===== src/rtl/ring_inject_arbiter_if.sv =====
// ring_inject_arbiter_if: ring, local-request and downstream-link signals of the injection arbiter.
// The arbiter takes the slave modport; whoever drives the stimulus takes the master modport.
interface ring_inject_arbiter_if #(
    parameter int WIDTH   = 32,
    parameter int NUM_LOC = 4,
    parameter int CREDITS = 2
);
    logic                         iRingVld;
    logic [WIDTH-1:0]             iRingDat;
    logic                         oRingRdy;
    logic [NUM_LOC-1:0]           iReqVld;
    logic [NUM_LOC*WIDTH-1:0]     iReqDat;
    logic [NUM_LOC-1:0]           oReqGnt;
    logic                         oLinkWrEn;
    logic [WIDTH-1:0]             oLinkWrDat;
    logic                         iLinkCredRet;
    logic [$clog2(CREDITS+1)-1:0] oCredCnt;
    logic                         oCredErr;
    logic [15:0]                  oRingGntCnt;
    logic [15:0]                  oLocGntCnt;
    modport master (
        output iRingVld, iRingDat, iReqVld, iReqDat, iLinkCredRet,
        input  oRingRdy, oReqGnt, oLinkWrEn, oLinkWrDat, oCredCnt, oCredErr, oRingGntCnt, oLocGntCnt
    );
    modport slave (
        input  iRingVld, iRingDat, iReqVld, iReqDat, iLinkCredRet,
        output oRingRdy, oReqGnt, oLinkWrEn, oLinkWrDat, oCredCnt, oCredErr, oRingGntCnt, oLocGntCnt
    );
endinterface


===== src/rtl/ring_inject_arbiter.sv =====
// ring_inject_arbiter: shares one credited downstream link between ring traffic and round-robin locals.
// Grant counters exist only when RING_ARB_STATS_EN is defined; otherwise they read 0.
module ring_inject_arbiter #(
    parameter int WIDTH      = 32,
    parameter int NUM_LOC    = 4,
    parameter int CREDITS    = 2,
    parameter int STARVE_LIM = 4
) (
    input logic clk,
    input logic rst,
    ring_inject_arbiter_if.slave bus
);
    localparam int CW = $clog2(CREDITS + 1);
    localparam int PW = $clog2(NUM_LOC);
    localparam int SW = $clog2(STARVE_LIM + 1);
    typedef enum logic {RING_PRI, LOCAL_PRI} state_t;
    state_t           state_q, state_d;
    logic [SW-1:0]    starve_q, starve_d;
    logic [PW-1:0]    ptr_q, ptr_d, sel;
    logic [CW-1:0]    cred_q, cred_d;
    logic [WIDTH-1:0] wr_dat_q, wr_dat_d;
    logic             wr_en_q, err_q, err_d;
    logic             found, ok, loc_first, ring_gnt, loc_gnt, gnt, starve_hit;
    int               j;
    always_comb begin
        found = 1'b0;
        sel   = '0;
        j     = 0;
        for (int k = 0; k < NUM_LOC; k++) begin
            j = int'(ptr_q) + k;
            j = (j >= NUM_LOC) ? j - NUM_LOC : j;
            if (!found && bus.iReqVld[j]) begin
                found = 1'b1;
                sel   = PW'(j);
            end
        end
    end
    always_ff @(posedge clk) begin
        if (!rst) begin
            state_q  <= RING_PRI;
            starve_q <= '0;
            ptr_q    <= '0;
        end else begin
            state_q  <= state_d;
            starve_q <= starve_d;
            ptr_q    <= ptr_d;
        end
    end
    always_comb begin
        starve_hit = starve_q == SW'(STARVE_LIM - 1);
        state_d    = (state_q == RING_PRI) ? ((ring_gnt && found && starve_hit) ? LOCAL_PRI : RING_PRI)
                                           : (loc_gnt ? RING_PRI : LOCAL_PRI);
        starve_d   = loc_gnt ? '0
                   : (state_q == RING_PRI && ring_gnt && found) ? (starve_hit ? '0 : starve_q + SW'(1))
                   : starve_q;
        ptr_d      = loc_gnt ? ((sel == PW'(NUM_LOC - 1)) ? '0 : sel + PW'(1)) : ptr_q;
    end
    // Credit is checked on the registered count only, and grants are suppressed during reset.
    always_comb begin
        ok           = rst && (cred_q != '0);
        loc_first    = state_q == LOCAL_PRI;
        ring_gnt     = ok && bus.iRingVld && !(loc_first && found);
        loc_gnt      = ok && found && !(!loc_first && bus.iRingVld);
        gnt          = ring_gnt || loc_gnt;
        bus.oRingRdy = ring_gnt;
        bus.oReqGnt  = loc_gnt ? (NUM_LOC'(1) << sel) : '0;
    end
    always_comb begin
        cred_d   = (gnt && !bus.iLinkCredRet) ? cred_q - CW'(1)
                 : (!gnt && bus.iLinkCredRet && cred_q != CW'(CREDITS)) ? cred_q + CW'(1)
                 : cred_q;
        err_d    = err_q || (bus.iLinkCredRet && !gnt && cred_q == CW'(CREDITS));
        wr_dat_d = ring_gnt ? bus.iRingDat : loc_gnt ? bus.iReqDat[sel*WIDTH +: WIDTH] : wr_dat_q;
    end
    always_ff @(posedge clk) begin
        if (!rst) begin
            wr_en_q  <= 1'b0;
            wr_dat_q <= '0;
            cred_q   <= CW'(CREDITS);
            err_q    <= 1'b0;
        end else begin
            wr_en_q  <= gnt;
            wr_dat_q <= wr_dat_d;
            cred_q   <= cred_d;
            err_q    <= err_d;
        end
    end
    assign bus.oLinkWrEn  = wr_en_q;
    assign bus.oLinkWrDat = wr_dat_q;
    assign bus.oCredCnt   = cred_q;
    assign bus.oCredErr   = err_q;
`ifdef RING_ARB_STATS_EN
    logic [15:0] ring_cnt_q, loc_cnt_q;
    always_ff @(posedge clk) begin
        if (!rst) begin
            ring_cnt_q <= '0;
            loc_cnt_q  <= '0;
        end else begin
            ring_cnt_q <= ring_cnt_q + 16'(ring_gnt);
            loc_cnt_q  <= loc_cnt_q + 16'(loc_gnt);
        end
    end
    assign bus.oRingGntCnt = ring_cnt_q;
    assign bus.oLocGntCnt  = loc_cnt_q;
`else
    assign bus.oRingGntCnt = '0;
    assign bus.oLocGntCnt  = '0;
`endif
endmodule


===== src/flat_wrapper.sv =====
// flat-port wrapper written by rule: the top's interface ports become plain ports
module ring_inject_arbiter_flat 
#(
    parameter int WIDTH      = 32,
    parameter int NUM_LOC    = 4,
    parameter int CREDITS    = 2,
    parameter int STARVE_LIM = 4
)
  (clk, rst, bus_iRingVld, bus_iRingDat, bus_iReqVld, bus_iReqDat, bus_iLinkCredRet, bus_oRingRdy, bus_oReqGnt, bus_oLinkWrEn, bus_oLinkWrDat, bus_oCredCnt, bus_oCredErr, bus_oRingGntCnt, bus_oLocGntCnt);
  ring_inject_arbiter_if #(.WIDTH(WIDTH), .NUM_LOC(NUM_LOC), .CREDITS(CREDITS)) bus_i ();
  input logic clk;
  input logic rst;
  input wire logic [$bits(bus_i.iRingVld)-1:0] bus_iRingVld;
  input wire logic [$bits(bus_i.iRingDat)-1:0] bus_iRingDat;
  input wire logic [$bits(bus_i.iReqVld)-1:0] bus_iReqVld;
  input wire logic [$bits(bus_i.iReqDat)-1:0] bus_iReqDat;
  input wire logic [$bits(bus_i.iLinkCredRet)-1:0] bus_iLinkCredRet;
  output wire logic [$bits(bus_i.oRingRdy)-1:0] bus_oRingRdy;
  output wire logic [$bits(bus_i.oReqGnt)-1:0] bus_oReqGnt;
  output wire logic [$bits(bus_i.oLinkWrEn)-1:0] bus_oLinkWrEn;
  output wire logic [$bits(bus_i.oLinkWrDat)-1:0] bus_oLinkWrDat;
  output wire logic [$bits(bus_i.oCredCnt)-1:0] bus_oCredCnt;
  output wire logic [$bits(bus_i.oCredErr)-1:0] bus_oCredErr;
  output wire logic [$bits(bus_i.oRingGntCnt)-1:0] bus_oRingGntCnt;
  output wire logic [$bits(bus_i.oLocGntCnt)-1:0] bus_oLocGntCnt;
  assign bus_i.iRingVld = bus_iRingVld;
  assign bus_i.iRingDat = bus_iRingDat;
  assign bus_i.iReqVld = bus_iReqVld;
  assign bus_i.iReqDat = bus_iReqDat;
  assign bus_i.iLinkCredRet = bus_iLinkCredRet;
  assign bus_oRingRdy = bus_i.oRingRdy;
  assign bus_oReqGnt = bus_i.oReqGnt;
  assign bus_oLinkWrEn = bus_i.oLinkWrEn;
  assign bus_oLinkWrDat = bus_i.oLinkWrDat;
  assign bus_oCredCnt = bus_i.oCredCnt;
  assign bus_oCredErr = bus_i.oCredErr;
  assign bus_oRingGntCnt = bus_i.oRingGntCnt;
  assign bus_oLocGntCnt = bus_i.oLocGntCnt;
  ring_inject_arbiter #(.WIDTH(WIDTH), .NUM_LOC(NUM_LOC), .CREDITS(CREDITS), .STARVE_LIM(STARVE_LIM)) u_core (.clk(clk), .rst(rst), .bus(bus_i));
endmodule

===== config.mk =====
export PLATFORM = sky130hd
export DESIGN_NAME = ring_inject_arbiter_flat
export DESIGN_NICKNAME = d
export VERILOG_FILES = /design/src/rtl/ring_inject_arbiter_if.sv /design/src/rtl/ring_inject_arbiter.sv /design/src/flat_wrapper.sv
export SDC_FILE = /design/constraint.sdc
export NUM_CORES = 1
export LEC_CHECK = 0
export CAP_MARGIN = 30
export CORE_ASPECT_RATIO = 0.9
export CORE_MARGIN = 2
export CORE_UTILIZATION = 32
export DETAILED_ROUTE_END_ITERATION = 7
export PLACE_DENSITY = 0.78
export SKIP_CTS_REPAIR_TIMING = 1
export SYNTH_ARGS = -nofsm -noshare
export SYNTH_HDL_FRONTEND = slang
export SYNTH_SLANG_ARGS = --single-unit

===== constraint.sdc =====
create_clock -name clk -period 1.8 [get_ports clk]
set_clock_uncertainty 0.05 [all_clocks]
set_input_delay 0.27 -clock clk [delete_from_list [all_inputs] [get_ports clk]]
set_output_delay 0.27 -clock clk [all_outputs]
set_load 0.005 [all_outputs]

==> results.py <==
metrics = {
    "outcome": {
        "status": "finished with violations",
        "violations": "DRC, setup timing",
    },
    "floorplanning": {
        "rows": 35,
        "fp.dieW_um": 113,
        "die_y_um": 102,
        "start_util_pct": 33.1,
        "core-area_um2": 10300,
        "dieArea_um2": 11500,
        "io_pins": 241,
    },
    "placement": {
        "pre_cts_slack_ps": -851,
        "port_buffers": 208,
        "dp_hpwl_mm": 9.42,
        "gp_congestion": 0.841,
    },
    "worst_setup_path": {
        "ff2ff_setup_slack_ps": -190,
        "cp.required_ps": 1480,
        "crit_fanout": 3,
        "cp-start-kind": "flop",
        "critPathCaptureType": "output pin",
        "critPathKind": "reg -> out",
        "cp.arrival_ps": 1900,
    },
    "global_route": {
        "antenna_found_initial": 0,
        "grt_pass1_vias": 3884,
        "grt_pass1_wl_mm": 19.2,
        "overflow": 0,
        "grt_max_degree": 42,
        "gr-usage-all-layers_pct": 20.7,
    },
    "clock_tree": {
        "htree_levels": 2,
        "clockBufferDepth": 2,
        "numCtsBuffers": 5,
        "clock_latency_ps": 280,
        "root_buffer": "clkbuf_16",
        "cts_sinks": 42,
        "tritoncts": "yes",
        "clk_pin_slew_ps": 60,
    },
    "logic_synthesis": {
        "synth-xor-area-share_pct": 0.256,
        "yosysSeqAreaShare_pct": 24.6,
        "syn_inst": 369,
        "yosysWarnings": 0,
        "syn_area_per_cell_um2": 9.26,
        "syn_area_um2": 3420,
        "synthArstFlopShare_pct": 0,
        "synth_top_family_by_area": "compound AO/OA/AOI/OAI gates",
        "yosys.area_share.simple_pct": 19.6,
        "synth_compound_area_share_pct": 38.7,
        "synth_fa_ha_area_share_pct": 1.83,
        "ys_ff_latch": 42,
        "muxShareOfSynthArea_pct": 0.586,
        "synth-edff-count": 0,
        "ys.flop_type": "dfxtp_1",
        "ys_types": 42,
    },
    "route": {
        "ant_nets": 0,
        "dr_wl_met2_mm": 7.46,
        "vias": 3920,
        "drt_iter0_markers": 181,
        "post-route-drc-count": 14,
        "met3_wirelength_mm": 1.20,
        "first_pass_iters": 7,
        "routed.top_layer": "met4",
        "wirelength_met1_mm": 5.38,
        "vias_per_cell": 5.34,
        "wl_mm": 14.3,
        "route.detailed.wl_per_inst_um": 19.5,
    },
    "layout": {
        "nets": 778,
        "antenna_cells": 0,
        "drive_gt1_share_pct": 31.2,
        "area_delta_synth_final_pct": 88.9,
        "nFillCells": 842,
    },
    "sta": {
        "final-setup-viol-count": 37,
        "period_share_pct": 123,
        "worstMarginPinSlew_ps": 622,
        "final.setup.tns_ps": -5220,
        "clock.fmax_mhz": 450,
        "finalHoldViolCount": 0,
        "drv_slew": 0,
        "rsz0062_at_grt": "true",
        "layout_min_cycle_time_ps": 2220,
        "fin_ws_ps": -422,
        "relSlewSlack_pct": 58.5,
    },
    "worst_hold_path": {
        "hold_path_class": "reg -> reg",
    },
    "power": {
        "powerDensity_nw_per_um2": 638,
        "p_leak_nw": 2.45,
        "ir_drop_mv": 0.404,
        "p_total_w": 0.00412,
    },
    "flow_run": {
        "drv_cap": 0,
    },
}
## final timing paths
| path | cells after the start | startpoint | to |
|---|---|---|---|
| worst min-delay path | 1 | u_core.bus.oCredErr$_SDFF_PN0_ | u_core.bus.oCredErr$_SDFF_PN0_ |
| worst max-delay path | 8 | u_core.ptr_q[0]$_SDFFE_PN0P_ | bus_oReqGnt[0] |
| worst max register to register | 9 | u_core.ptr_q[0]$_SDFFE_PN0P_ | u_core.bus.oLinkWrDat[7]$_SDFFE_PN0P_ |
| worst min register to register | 1 | u_core.bus.oCredErr$_SDFF_PN0_ | u_core.bus.oCredErr$_SDFF_PN0_ |
## cell usage after synthesis, types with 3 or more instances
library cell  number  area (µm²)
buf_6              9         101
clkbuf_1          11        41.3
and2_1             6        37.5
dfxtp_1           42         841
nand2b_1           3        18.8
o221ai_1           3        26.3
nor2_1             4        15.0
nor2b_1            5        31.3
ha_1               5        62.6
a311oi_2          31         465
buf_2              9        45.0
and3_1            33         206
inv_1              3        11.3
nand2_1           70         263
o21ai_0            6        30.0
a211oi_1          32         240
o221ai_2          29         435
a21boi_0           3        22.5
buf_4             37         278
## flip-flops by register name, indices dropped and copies added, names as in the netlist
| signal | cells |
|---|---|
| u_core.loc_first | 1 |
| u_core.bus.oLinkWrDat | 32 |
| u_core.starve_q | 3 |
| u_core.bus.oCredCnt | 2 |
| u_core.bus.oLinkWrEn | 1 |
| u_core.bus.oCredErr | 1 |
| u_core.ptr_q | 2 |
## stage by stage
step                      cell area [µm²]  utilization [%]  hold WS, ps  cells
after floorplan                      3550                -          390    400
after global placement               5660             54.8          405    706
after detailed placement             5660             54.8          406    706
after CTS                            5830             56.4          422    713
after global routing                 6450             62.4          445    734
final                                6450             62.4          415    734
## logic make-up after synthesis
| family | count (synthesis) |
|---|---|
| AOI/OAI and AO/OA | 115 |
| xor gates and xnor gates | 1 |
| adders and majority gates | 5 |
| buffers and inverters | 71 |
| DFF | 42 |
| muxes | 2 |
| other | 1 |
| and+or+nand+nor | 132 |
## routing by layer
| metal | up-vias | GRT usage, % |
|---|---|---|
| met1 | 1883 | 22.6 |
| met5 | - | 0 |
| met4 | 0 | 5.63 |
| met3 | 24 | 4.27 |
| li1 | 1816 | - |
| met2 | 197 | 41.0 |
## placed cells by master (no fill, tap or decap), types with 4 or more instances in the layout
master	n
and3_1	33
buf_12	6
a211oi_4	9
clkbuf_16	11
clkdlybuf4s50_1	198
buf_4	34
buf_6	6
o221ai_2	29
o21ai_0	6
dfxtp_1	38
a211oi_2	24
conb_1	32
clkbuf_2	4
a311oi_2	31
nand2_1	67
## area by class of cell
cell class                 count  area, µm²  area share (%)
timing repair buffer         264       2750            42.5
multi-input combinational    287       2500            38.7
sequential                    42        848            13.1
tap                          129        161            2.50
clock buffer                   6        139            2.15
inverter                       5       33.8           0.523
clock inverter                 1       30.0           0.465
## power by group
| group | internal [W] | switching (W) |
|---|---|---|
| logic | 0.00106 | 0.000886 |
| registers | 0.00104 | 0.0000733 |
| clock network | 0.000685 | 0.000376 |
| total | 0.00278 | 0.00134 |
## critical path, stage by stage, from the launching register on
cell and delay [ps]:
dfxtp_2 370, nor2b_2 60, buf_4 130, o21ai_2 150
nand3b_1 200, buf_4 210, ha_1 210, and2_1 150
buf_2 130
No activity file was read; power rests on OpenSTA's default activity.
